==> src/rtl/note_player_pkg.sv <==
// note_player_pkg: constants and state encoding shared by the note
// handshake between song_reader and note_player.
//   NOTE_W    : width of a note code (0 = rest, 49 = A4)
//   DUR_W     : width of a duration in beats
//   STEP_W    : width of the phase increment sent to the sample generator
//   REST_NOTE : note code that plays silence but is still timed
package note_player_pkg;

    localparam int NOTE_W = 6;
    localparam int DUR_W  = 6;
    localparam int STEP_W = 20;

    localparam logic [NOTE_W-1:0] REST_NOTE = '0;

    typedef enum logic {
        IDLE    = 1'b0,
        PLAYING = 1'b1
    } np_state_e;

endpackage

==> src/rtl/note_freq_rom.sv <==
// note_freq_rom: combinational note -> phase-increment table.
//   note_i : note code (0 = rest)
//   step_o : round(440 * 2^((n-49)/12) * 2^20 / 48000), 0 for a rest
module note_freq_rom
    import note_player_pkg::*;
(
    input  logic [NOTE_W-1:0] note_i,
    output logic [STEP_W-1:0] step_o
);

    always_comb begin
        step_o = '0;
        case (note_i)
            6'd1:  step_o = STEP_W'(601);
            6'd2:  step_o = STEP_W'(636);
            6'd3:  step_o = STEP_W'(674);
            6'd4:  step_o = STEP_W'(714);
            6'd5:  step_o = STEP_W'(757);
            6'd6:  step_o = STEP_W'(802);
            6'd7:  step_o = STEP_W'(850);
            6'd8:  step_o = STEP_W'(900);
            6'd9:  step_o = STEP_W'(954);
            6'd10: step_o = STEP_W'(1010);
            6'd11: step_o = STEP_W'(1070);
            6'd12: step_o = STEP_W'(1134);
            6'd13: step_o = STEP_W'(1201);
            6'd14: step_o = STEP_W'(1273);
            6'd15: step_o = STEP_W'(1349);
            6'd16: step_o = STEP_W'(1429);
            6'd17: step_o = STEP_W'(1514);
            6'd18: step_o = STEP_W'(1604);
            6'd19: step_o = STEP_W'(1699);
            6'd20: step_o = STEP_W'(1800);
            6'd21: step_o = STEP_W'(1907);
            6'd22: step_o = STEP_W'(2021);
            6'd23: step_o = STEP_W'(2141);
            6'd24: step_o = STEP_W'(2268);
            6'd25: step_o = STEP_W'(2403);
            6'd26: step_o = STEP_W'(2546);
            6'd27: step_o = STEP_W'(2697);
            6'd28: step_o = STEP_W'(2858);
            6'd29: step_o = STEP_W'(3028);
            6'd30: step_o = STEP_W'(3208);
            6'd31: step_o = STEP_W'(3398);
            6'd32: step_o = STEP_W'(3600);
            6'd33: step_o = STEP_W'(3815);
            6'd34: step_o = STEP_W'(4041);
            6'd35: step_o = STEP_W'(4282);
            6'd36: step_o = STEP_W'(4536);
            6'd37: step_o = STEP_W'(4806);
            6'd38: step_o = STEP_W'(5092);
            6'd39: step_o = STEP_W'(5395);
            6'd40: step_o = STEP_W'(5715);
            6'd41: step_o = STEP_W'(6055);
            6'd42: step_o = STEP_W'(6415);
            6'd43: step_o = STEP_W'(6797);
            6'd44: step_o = STEP_W'(7201);
            6'd45: step_o = STEP_W'(7629);
            6'd46: step_o = STEP_W'(8083);
            6'd47: step_o = STEP_W'(8563);
            6'd48: step_o = STEP_W'(9072);
            6'd49: step_o = STEP_W'(9612);
            6'd50: step_o = STEP_W'(10184);
            6'd51: step_o = STEP_W'(10789);
            6'd52: step_o = STEP_W'(11431);
            6'd53: step_o = STEP_W'(12110);
            6'd54: step_o = STEP_W'(12830);
            6'd55: step_o = STEP_W'(13593);
            6'd56: step_o = STEP_W'(14402);
            6'd57: step_o = STEP_W'(15258);
            6'd58: step_o = STEP_W'(16165);
            6'd59: step_o = STEP_W'(17127);
            6'd60: step_o = STEP_W'(18145);
            6'd61: step_o = STEP_W'(19224);
            6'd62: step_o = STEP_W'(20367);
            6'd63: step_o = STEP_W'(21578);
            default: step_o = '0;
        endcase
    end

endmodule

==> src/rtl/note_player.sv <==
// note_player: times one note at a time in beat ticks and drives its
// phase increment to the sample generator.
//   clk_i         : system clock
//   reset_i       : asynchronous active-low reset
//   play_enable_i : 1 = playing, 0 = paused (count frozen, output silenced)
//   new_note_i    : one-cycle load strobe for note_i / duration_i
//   note_i        : pitch code of the incoming note
//   duration_i    : length of the incoming note in beats
//   beat_i        : one-cycle beat tick
//   step_size_o   : phase increment, 0 = silence
//   note_done_o   : one-cycle pulse when the current note expires
//   busy_o        : 1 while a note is being timed
//
// state   | meaning
// IDLE    | no note held; waiting for new_note
// PLAYING | note held; dur_cnt counts down on beats
module note_player
    import note_player_pkg::*;
(
    input  logic              clk_i,
    input  logic              reset_i,
    input  logic              play_enable_i,
    input  logic              new_note_i,
    input  logic [NOTE_W-1:0] note_i,
    input  logic [DUR_W-1:0]  duration_i,
    input  logic              beat_i,
    output logic [STEP_W-1:0] step_size_o,
    output logic              note_done_o,
    output logic              busy_o
);

    np_state_e         state_q, state_d;
    logic [DUR_W-1:0]  dur_cnt_q, dur_cnt_d;
    logic [NOTE_W-1:0] cur_note_q, cur_note_d;
    logic              note_done_q, note_done_d;
    logic [STEP_W-1:0] rom_step;

    note_freq_rom u_rom (
        .note_i (cur_note_q),
        .step_o (rom_step)
    );

    always_ff @(posedge clk_i or negedge reset_i) begin
        if (!reset_i) begin
            state_q     <= IDLE;
            dur_cnt_q   <= '0;
            cur_note_q  <= REST_NOTE;
            note_done_q <= 1'b0;
        end else begin
            state_q     <= state_d;
            dur_cnt_q   <= dur_cnt_d;
            cur_note_q  <= cur_note_d;
            note_done_q <= note_done_d;
        end
    end

    always_comb begin
        state_d     = state_q;
        dur_cnt_d   = dur_cnt_q;
        cur_note_d  = cur_note_q;
        note_done_d = 1'b0;
        if (new_note_i) begin
            // A load wins over a same-cycle beat; a zero-length note
            // reports done straight away while PLAYING for one cycle.
            state_d     = PLAYING;
            cur_note_d  = note_i;
            dur_cnt_d   = duration_i;
            note_done_d = (duration_i == '0);
        end else if (state_q == PLAYING) begin
            if (dur_cnt_q == '0) begin
                // Only reachable after a zero-length load; done already pulsed.
                state_d = IDLE;
            end else if (play_enable_i && beat_i) begin
                dur_cnt_d = dur_cnt_q - DUR_W'(1);
                if (dur_cnt_q == DUR_W'(1)) begin
                    note_done_d = 1'b1;
                    state_d     = IDLE;
                end
            end
        end
    end

    // The note keeps sounding through its note_done cycle.
    always_comb begin
        busy_o      = (state_q == PLAYING);
        note_done_o = note_done_q;
        step_size_o = '0;
        if (play_enable_i && ((state_q == PLAYING) || note_done_q)) begin
            step_size_o = rom_step;
        end
    end

endmodule
==> config.mk <==
export PLATFORM = sky130hd
export DESIGN_NAME = note_player
export DESIGN_NICKNAME = d
export VERILOG_FILES = /design/src/rtl/note_player_pkg.sv /design/src/rtl/note_freq_rom.sv /design/src/rtl/note_player.sv
export SDC_FILE = /design/constraint.sdc
export NUM_CORES = 1
export LEC_CHECK = 0
export ABC_AREA = 1
export CORE_ASPECT_RATIO = 0.7
export CORE_UTILIZATION = 40
export DETAILED_ROUTE_END_ITERATION = 8
export PLACE_DENSITY = 0.67
export SETUP_SLACK_MARGIN = 0.5
export SLEW_MARGIN = 20
export SYNTH_ARGS = -nofsm -noshare
export SYNTH_HDL_FRONTEND = slang
export SYNTH_SLANG_ARGS = --single-unit
==> constraint.sdc <==
create_clock -name clk_i -period 2.7 [get_ports clk_i]
set_input_delay 0.675 -clock clk_i [delete_from_list [all_inputs] [get_ports clk_i]]
set_output_delay 0.675 -clock clk_i [all_outputs]
set_load 0.005 [all_outputs]
==> results of run 1 <==
==> per-stage QoR <==
stage / hold WS [ns] / TNS [ns]
2_1_floorplan: 0.379 / 0
3_3_place_gp: 0.540 / -2.48
3_5_place_dp: 0.556 / -2.52
4_1_cts: 0.571 / 0
5_1_grt: 0.591 / 0
6_report: 0.574 / 0
==> synthesized netlist by cell type (4+ instances only) <==
library cell / number / area [sq um]
ha_1: 12 / 150
o21ai_0: 16 / 80.1
buf_4: 6 / 45.0
nand2_1: 139 / 522
nor2_1: 33 / 124
nor3_1: 4 / 20.0
nand2_4: 4 / 45.0
buf_6: 5 / 56.3
inv_1: 24 / 90.1
a21oi_1: 12 / 60.1
nand3_1: 74 / 370
buf_2: 7 / 35.0
dfrtp_1: 14 / 350
==> what timing repair did <==
action | CTS | global route
endpoints found under the setup margin | 15 | 15
pin swaps | 39 | 26
cloned | 0 | 0
buffers inserted | 23 | 6
endpoints found under the hold margin | 0 | 0
gates resized for setup | 151 | 33
==> state kept, by name, indices dropped and copies added (netlist names) <==
signal       cells
note_done_o      1
dur_cnt_q        6
cur_note_q       6
busy_o           1
==> routing by layer <==
layer	part of all wire (%)	wire [microns]	track usage, %
met3	11	1020	7.37
met2	42	3830	47.6
met5	0	0	0
met4	3.0	274	9.27
met1	44	4070	45.1
==> cell type report <==
| class | instances | share of cell area [%] |
|---|---|---|
| well taps | 72 | 2.62 |
| flip-flops and latches | 14 | 10.3 |
| clock buffers | 4 | 1.60 |
| repair buffers | 98 | 25.0 |
| multi-input cells | 321 | 56.7 |
| inverters | 30 | 3.82 |
==> critical path, delay by kind of cell, from the launching register on <==
family | cells | cell delay [ns]
simple gates | 5 | 0.29
fa+ha+maj | 1 | 0.16
buf+inv | 5 | 0.56
compound gates | 1 | 0.15
flops | 1 | 0.42
==> power by group through the flow <==
stage / Clock, mW / Sequential, mW / Combinational (mW)
6_report: 0.205 / 0.267 / 0.966
4_1_cts: 0.209 / 0.265 / 0.855
2_1_floorplan: 0 / 0.259 / 0.448
3_5_place_dp: 0 / 0.265 / 0.716
3_3_place_gp: 0 / 0.265 / 0.720
5_1_grt: 0.224 / 0.269 / 1.03
==> cells by family (layout without fill, tap and decap cells) <==
kind of cell | Yosys count | count (layout) | share of synthesized area [%]
AND/OR/NAND/NOR | 266 | 266 | 53.3
XOR/XNOR | 2 | 2 | 0.806
other | 1 | 5 | 0.173
AO/OA/AOI/OAI | 36 | 36 | 9.56
adder cells (fa/ha/maj) | 12 | 12 | 6.91
buffers and inverters | 52 | 132 | 13.1
flip-flops | 14 | 14 | 16.1
==> path summary, 6_finish.rpt <==
path | startpoint | to | slack, ns | depth (start not counted)
worst max register to register | dur_cnt_q[4] | dur_cnt_q[2] | 1.35 | 8
worst min-delay path | dur_cnt_q[4] | dur_cnt_q[4] | 0.57 | 2
worst min register to register | dur_cnt_q[4] | dur_cnt_q[4] | 0.57 | 2
min in group asynchronous | reset_i | dur_cnt_q[0] | 0.83 | 1
max in group asynchronous | reset_i | cur_note_q[2] | 1.40 | 1
worst max-delay path | cur_note_q[0] | step_size_o[0] | 0.19 | 12
==> out/qor.csv, run 1 <==
metric,value,unit
Critical Path Sink Type,primary output,
vias per inst,5.59,
headroom to the max-slew limit,55.7,%
"Max stage delay cell, worst path",dfrtp_2,
die height,63.7,microns
Std-Cell Rows,22,
crit path launch type,register,
placed instance area,0.00274,sq mm
synthesized instance count,383,
crit path max fanout,5,
number of inserted diodes,0,
Routed WL per cell,17.1,microns
most frequent cells in the layout,"nand2_1 (110), nand3_1 (63), buf_4 (44)",
post-layout util,65.8,%
nets@finish,497,
WL final,9200,microns
die area,0.00574,sq mm
"Top cell by count, worst path",nand2_1,
Slew @ Worst Pin,0.663,ns
net switching fraction of the power,46.0,%
Total GRT Usage,31.8,%
CTS Sinks,14,
worst stage delay on the critical path,0.42,ns
maximum VDD drop,335,uV
"most common cell after layout, fill and taps aside",nand2_1,
DRC Markers,0,
WP data arrival,1.84,ns
clock share of power,14.2,%
largest net degree at the start of global routing,35,
placed instance count,506,
Clock Skew,0.000580,ns
vias in the first global route,2877,
WP data required,2.03,ns
worst setup path class,reg2out,
Die X,90.1,microns
final cell count without fillers,539,
initial antenna violation count,0,
worst skew pair latency,0.25,ns
RSZ-0062 raised after global routing,true,
min cycle time layout,2.51,ns
warning count from the yosys run,0,
register area,353,sq um
Fin. Hold Viols,0,
final instance area,0.00344,sq mm
Synth-to-Final Area Change,58.3,%
maxcap violations,0,
Filler cells,449,
clock buffer depth,2,
post-route ant nets,0,
Detailed Place HPWL,5960,microns
final critical-path share of the clock period,93.1,%
max-slew violations,0,
Leakage,1.71,nW
core area,0.00523,sq mm
"critical path, cell by cell",inv_2 -> buf_6 -> ha_4 -> inv_2 -> nand2_4 -> nand2_1 -> nand2_1 -> nand2_1 -> a21oi_2 -> buf_4 -> nor2_1 -> buf_2,
Worst-path clk slew,0.06,ns
register area share after synthesis,16.1,%
IO Count,39,
Flop pwr share,18.6,%
CTS tree,yes,
PD cells,418,mW/mm^2
worst setup margin,0.186,ns
worst min path class,reg2reg,
TritonCTS buffer count,3,
cell internal pwr,776,uW
cts hold-fix bufs,0,
Synth cell types,36,
Vias,3013,
Mapped Area,0.00217,sq mm
"Avg Cell Area, Syn",5.67,sq um
P_sw,661,uW
Fmax,0.398,GHz
pre-CTS setup slack,-0.251,ns
initial core utilization,41.6,%
input/output buffers,33,
post-synthesis async set-or-reset flop share,100,%
area occupied by multi-input gates,0.00195,sq mm
Power Total,1.44,mW
outcome,"finished, final reports clean",
CTS H-tree depth,1,
share of cells above drive strength 1,37.3,%
first-pass GRT wire length,14500,microns
ys flop type,dfrtp_1,
Seq cells post-synth,14,
Logic pwr share,67.2,%
Post-synth EDFFs,0,
GPL Wtd Cong,0.993,
Root Buffer,clkbuf_8,
Setup Viol. Count Final,0,
First-pass DRT Iterations,5,
Initial DRC Count,424,
GRT overflow,0,
No activity file was read; power rests on OpenSTA's default activity.
==> inputs of run 2 (changes only) <==
- CAP_MARGIN: default -> 20
- CELL_PAD_IN_SITES_DETAIL_PLACEMENT: default -> 0
- CELL_PAD_IN_SITES_GLOBAL_PLACEMENT: default -> 1
- CORE_UTILIZATION: 40 -> 36
- HOLD_SLACK_MARGIN: default -> 0.08
- PLACE_DENSITY: 0.67 -> 0.84
==> run 2 against run 1 <==
Sequential power is 1% lower. Hold slack worse by 0.017 ns. Combinational power is 1% lower. Die area is 11% higher. Core utilization is 5.8 points lower. Fmax is 1.0% higher. Setup slack better by 0.025 ns. Sequential cell count stayed put. Non-clock buffer count is 4 lower. First-iteration DRC count is 33% lower. Clock power hardly changed. Critical path type unchanged.
==> out/qor.csv, run 2 (synthesis results as in run 1) <==
metric,value,unit,change
WL final,8770,microns,-4.6%
headroom to the max-slew limit,56.8,%,+1.1 points
RSZ-0062 raised after global routing,true,,
Detailed Place HPWL,6090,microns,+2.2%
"most common cell after layout, fill and taps aside",nand2_1,,
nets@finish,493,,-0.80%
TritonCTS buffer count,3,,unchanged
min cycle time layout,2.49,ns,-0.0248 ns
initial antenna violation count,0,,unchanged
initial core utilization,37.6,%,-4.0 points
WHS,0.557,ns,-0.0175 ns
IO Count,39,,unchanged
CTS tree,yes,,
Slew @ Worst Pin,0.646,ns,-0.0163 ns
Routed WL per cell,16.3,microns,-4.5%
final critical-path share of the clock period,92.2,%,-0.92 points
crit path max fanout,4,,-1
Clock Skew,0.00351,ns,+0.00293 ns
crit path launch type,register,,
max-slew violations,0,,unchanged
Synth-to-Final Area Change,59.6,%,
Worst-path clk slew,0.06,ns,about the same
Leakage,1.71,nW,about the same
first-pass GRT wire length,13800,microns,-4.6%
most frequent cells in the layout,"nand2_1 (104), nand3_1 (55), buf_4 (38)",,
Critical Path Sink Type,primary output,,
"critical path, cell by cell",inv_2 -> ha_4 -> nand2_4 -> buf_6 -> nand2_4 -> nand2_2 -> nand3_2 -> nand2_1 -> nor2_1 -> nand2_1 -> inv_1 -> buf_2,,
cts hold-fix bufs,0,,unchanged
vias in the first global route,2717,,-5.6%
maxcap violations,0,,unchanged
Fin. Hold Viols,0,,unchanged
GPL Wtd Cong,0.958,,-3.5%
CTS H-tree depth,1,,unchanged
Regs by FF count,"cur_note_q (6), dur_cnt_q (6)",,
vias per inst,5.50,,-1.7%
final cell count without fillers,538,,-0.19%
worst min path class,reg2reg,,
placed instance count,508,,+0.40%
First-pass DRT Iterations,5,,unchanged
Die X,94.9,microns,+5.3%
number of inserted diodes,0,,unchanged
Root Buffer,clkbuf_8,,
input/output buffers,33,,unchanged
core area,0.00578,sq mm,+11%
Initial DRC Count,285,,-33%
share of cells above drive strength 1,40.6,%,+3.3 points
CTS Sinks,14,,unchanged
largest net degree at the start of global routing,35,,unchanged
worst stage delay on the critical path,0.42,ns,about the same
die height,67.0,microns,+5.2%
"Max stage delay cell, worst path",dfrtp_2,,
Std-Cell Rows,23,,+4.5%
worst r2r path cells,7,,-1
WP data required,2.03,ns,about the same
GRT overflow,0,,unchanged
PD cells,410,mW/mm^2,-2.0%
placed instance area,0.00275,sq mm,+0.32%
die area,0.00636,sq mm,+11%
post-route ant nets,0,,unchanged
clock buffer depth,2,,unchanged
outcome,"finished, final reports clean",,
Setup Viol. Count Final,0,,unchanged
Fmax,0.402,GHz,+1.0%
worst setup path class,reg2out,,
maximum VDD drop,247,uV,-26%
final instance area,0.00347,sq mm,+0.84%
Total GRT Usage,29.3,%,-2.5 points
Vias,2957,,-1.9%
WP data arrival,1.81,ns,-0.03 ns
Power Total,1.42,mW,-1.1%
Filler cells,543,,+21%
Hold Path Depth,2,,unchanged
DRC Markers,0,,unchanged
worst skew pair latency,0.25,ns,about the same
==> run 2: cell types whose count changed in the layout (fill, tap and decap cells not counted), sizes merged <==
cell,before,now
buf,79,74
clkdlybuf4s15,0,2
clkbuf,5,4
==> run 2: routing by layer <==
metal  vias to the layer above  GRT usage [%]  share of wire [%]
li1                       1403              -                  -
met1                      1360           40.9                 45
met2                       173           42.9                 41
met3                        21           10.2                 12
met4                         0           6.25                1.9
met5                         -              0                  0
==> run 2: final cells by class <==
cell class	count	area, sq um	share of cell area (%)
clock buffers	4	55.1	1.59
well taps	75	93.8	2.71
repair buffers	94	846	24.4
inverters	30	128	3.68
flip-flops and latches	14	354	10.2
multi-input cells	321	1990	57.4
==> run 2: worst paths after layout <==
| check | start | end | slack, ns |
|---|---|---|---|
| worst max-delay path | cur_note_q[0] | step_size_o[7] | 0.21 |
| worst min-delay path | dur_cnt_q[4] | dur_cnt_q[4] | 0.56 |
| worst max register to register | dur_cnt_q[0] | dur_cnt_q[0] | 1.40 |
| worst min register to register | dur_cnt_q[4] | dur_cnt_q[4] | 0.56 |
| max in group asynchronous | reset_i | cur_note_q[0] | 1.42 |
| min in group asynchronous | reset_i | note_done_o | 0.82 |
==> run 2: where the power goes <==
part	leakage, nW	switching [mW]	internal [mW]	total, mW
Combinational	1.52	0.549	0.403	0.952
Sequential	0.166	0.0260	0.237	0.263
Clock	0.0288	0.0765	0.129	0.206
Total	1.71	0.651	0.769	1.42
==> run 2: worst max-delay path, delay by kind of cell (launching register included) <==
| kind | cells | cell delay [ns] |
|---|---|---|
| and+or+nand+nor | 7 | 0.44 |
| buffers and inverters | 4 | 0.36 |
| adders and majority gates | 1 | 0.34 |
| DFF | 1 | 0.42 |
==> run 2: what timing repair did <==
| action | CTS | global route |
|---|---|---|
| cloned | 0 | 0 |
| endpoints found under the setup margin | 15 | 15 |
| resized for setup | 165 | 33 |
| endpoints found under the hold margin | 0 | 0 |
| setup buffers | 23 | 3 |
| pin swaps | 47 | 28 |
==> run 2: metrics by stage <==
stage          TNS, ns  utilization [%]  setup slack [ns]
2_1_floorplan        0                -             0.508
3_3_place_gp     -2.63             47.5            -0.243
3_5_place_dp     -2.79             47.5            -0.266
4_1_cts              0             57.6             0.261
5_1_grt              0             60.0             0.121
6_report             0             60.0             0.211
==> inputs of run 3 (changes only) <==
- PLACE_DENSITY: 0.84 -> default
- PLACE_DENSITY_LB_ADDON: default -> 0.1
- SKIP_LAST_GASP: default -> 1
==> run 3 against run 2 <==
Cell count is 0.19% higher. Non-clock buffer count is 1 higher. Die area stayed put. Highest routed layer unchanged. First-iteration DRC count is 3.5% higher. Via count is 0.44% lower. Critical path type unchanged. Count of clock-buffer cells in the layout stayed put. Global-route usage is 0.55 points higher.
==> out/qor.csv, run 3 (synthesis results as in run 1) <==
metric,value,unit,change
outcome,"finished, final reports clean",,
maxcap violations,0,,unchanged
Die X,94.9,microns,unchanged
IO Count,39,,unchanged
Fin. Hold Viols,0,,unchanged
CTS H-tree depth,1,,unchanged
final critical-path share of the clock period,93.5,%,+1.3 points
min cycle time layout,2.52,ns,+0.0357 ns
Filler cells,545,,+0.37%
worst skew pair latency,0.25,ns,about the same
worst r2r path cells,8,,+1
nets@finish,494,,+0.20%
share of cells above drive strength 1,37.5,%,-3.1 points
Routed WL per cell,16.7,microns,+2.2%
"most common cell after layout, fill and taps aside",nand2_1,,
initial core utilization,37.6,%,unchanged
WP data arrival,1.85,ns,+0.04 ns
crit path launch type,register,,
placed instance count,505,,-0.59%
worst min path class,reg2reg,,
DRC Markers,0,,unchanged
initial antenna violation count,0,,unchanged
vias in the first global route,2752,,+1.3%
PD cells,415,mW/mm^2,+1.4%
CTS tree,yes,,
largest net degree at the start of global routing,27,,-23%
Leakage,1.70,nW,-0.95%
crit path max fanout,5,,+1
First-pass DRT Iterations,5,,unchanged
die area,0.00636,sq mm,unchanged
Regs by FF count,"cur_note_q (6), dur_cnt_q (6)",,
Critical Path Sink Type,primary output,,
Total GRT Usage,29.9,%,+0.55 points
Root Buffer,clkbuf_8,,
CTS Sinks,14,,unchanged
Logic pwr share,66.6,%,-0.4 points
final cell count without fillers,539,,+0.19%
number of inserted diodes,0,,unchanged
Hold Path Depth,2,,unchanged
cts hold-fix bufs,0,,unchanged
Slew @ Worst Pin,0.687,ns,+0.0405 ns
most frequent cells in the layout,"nand2_1 (110), nand3_1 (60), buf_4 (42)",,
max-slew violations,0,,unchanged
vias per inst,5.46,,-0.62%
first-pass GRT wire length,14000,microns,+1.3%
RSZ-0062 raised after global routing,true,,
GPL Wtd Cong,1.01,,+5.6%
die height,67.0,microns,unchanged
Worst-path clk slew,0.06,ns,about the same
clock buffer depth,2,,unchanged
Fmax,0.396,GHz,-1.4%
WHS,0.561,ns,+0.00439 ns
net switching fraction of the power,45.8,%,-0.063 points
Setup Viol. Count Final,0,,unchanged
Detailed Place HPWL,6160,microns,+1.2%
WP data required,2.03,ns,about the same
P_sw,647,uW,-0.69%
clock share of power,14.6,%,about the same
Clock Skew,0.00594,ns,+0.00243 ns
input/output buffers,33,,unchanged
Flop pwr share,18.7,%,+0.2 points
GRT overflow,0,,unchanged
post-route ant nets,0,,unchanged
worst setup path class,reg2out,,
Vias,2944,,-0.44%
cell internal pwr,766,uW,-0.44%
core area,0.00578,sq mm,unchanged
maximum VDD drop,207,uV,-16%
WL final,8990,microns,+2.4%
headroom to the max-slew limit,54.1,%,-2.7 points
TritonCTS buffer count,3,,unchanged
Initial DRC Count,295,,+3.5%
Std-Cell Rows,23,,unchanged
Synth-to-Final Area Change,56.5,%,
-- run 3: cell count changes in the layout (fill, tap and decap cells not counted), sizes merged --
| cell | before | now |
|---|---|---|
| clkdlybuf4s15 | 2 | 0 |
| clkinv | 2 | 3 |
| clkinvlp | 1 | 0 |
| buf | 74 | 76 |
| dlygate4sd2 | 1 | 0 |
| clkbuf | 4 | 6 |
-- run 3: path summary, 6_finish.rpt --
path | startpoint | to | slack [ns]
setup reg to reg | dur_cnt_q[4] | dur_cnt_q[0] | 1.35
min in group asynchronous | reset_i | dur_cnt_q[3] | 0.84
hold / removal | dur_cnt_q[4] | dur_cnt_q[4] | 0.56
max in group asynchronous | reset_i | cur_note_q[5] | 1.38
hold reg to reg | dur_cnt_q[4] | dur_cnt_q[4] | 0.56
setup / recovery | cur_note_q[0] | step_size_o[4] | 0.18
-- run 3: repair_timing --
item / 4_1_cts / 5_1_grt
pin swaps: 44 / 26
gates resized for setup: 158 / 31
setup endpoints to repair: 15 / 15
setup buffers: 21 / 9
-- run 3: power groups by stage --
stage,clock network (mW),registers [mW],logic [mW]
after floorplan,0,0.259,0.448
after detailed placement,0,0.265,0.705
final,0.207,0.265,0.942
after global routing,0.230,0.268,1.02
after CTS,0.212,0.264,0.845
after global placement,0,0.264,0.707
-- run 3: through the flow --
| stage | power [mW] | setup TNS, ns | setup slack [ns] | area, sq um | util, % |
|---|---|---|---|---|---|
| global placement | 0.971 | -2.63 | -0.256 | 2700 | 46.7 |
| CTS | 1.32 | 0 | 0.218 | 3240 | 56.0 |
| global route | 1.52 | 0 | 0.0917 | 3400 | 58.8 |
| floorplan | 0.707 | 0 | 0.508 | 2190 | - |
| finish | 1.41 | 0 | 0.175 | 3400 | 58.8 |
| detailed placement | 0.969 | -2.73 | -0.254 | 2700 | 46.7 |
-- run 3: metal layers --
metal / track usage, % / part of all wire (%) / up-vias
met5: 0 / 0 / -
met4: 8.90 / 1.4 / 0
met2: 43.4 / 41 / 167
li1: - / - / 1399
met3: 9.47 / 12 / 19
met1: 41.5 / 46 / 1359
-- run 3: final cells by class --
type,instances,area [sq um],area share (%)
well taps,75,93.8,2.76
clock buffers,4,55.1,1.62
multi-input cells,321,1970,58.0
inverters,30,126,3.71
flip-flops and latches,14,354,10.4
repair buffers,95,800,23.5
-- run 3: critical path: stages (launching register included) --
cell     delay (ns)
dfrtp_2        0.41
inv_2          0.07
ha_4           0.33
inv_4          0.06
buf_6          0.11
buf_6          0.12
nand2_4        0.07
nor3b_4        0.16
nand3_1        0.09
nand2_1        0.07
buf_2          0.11
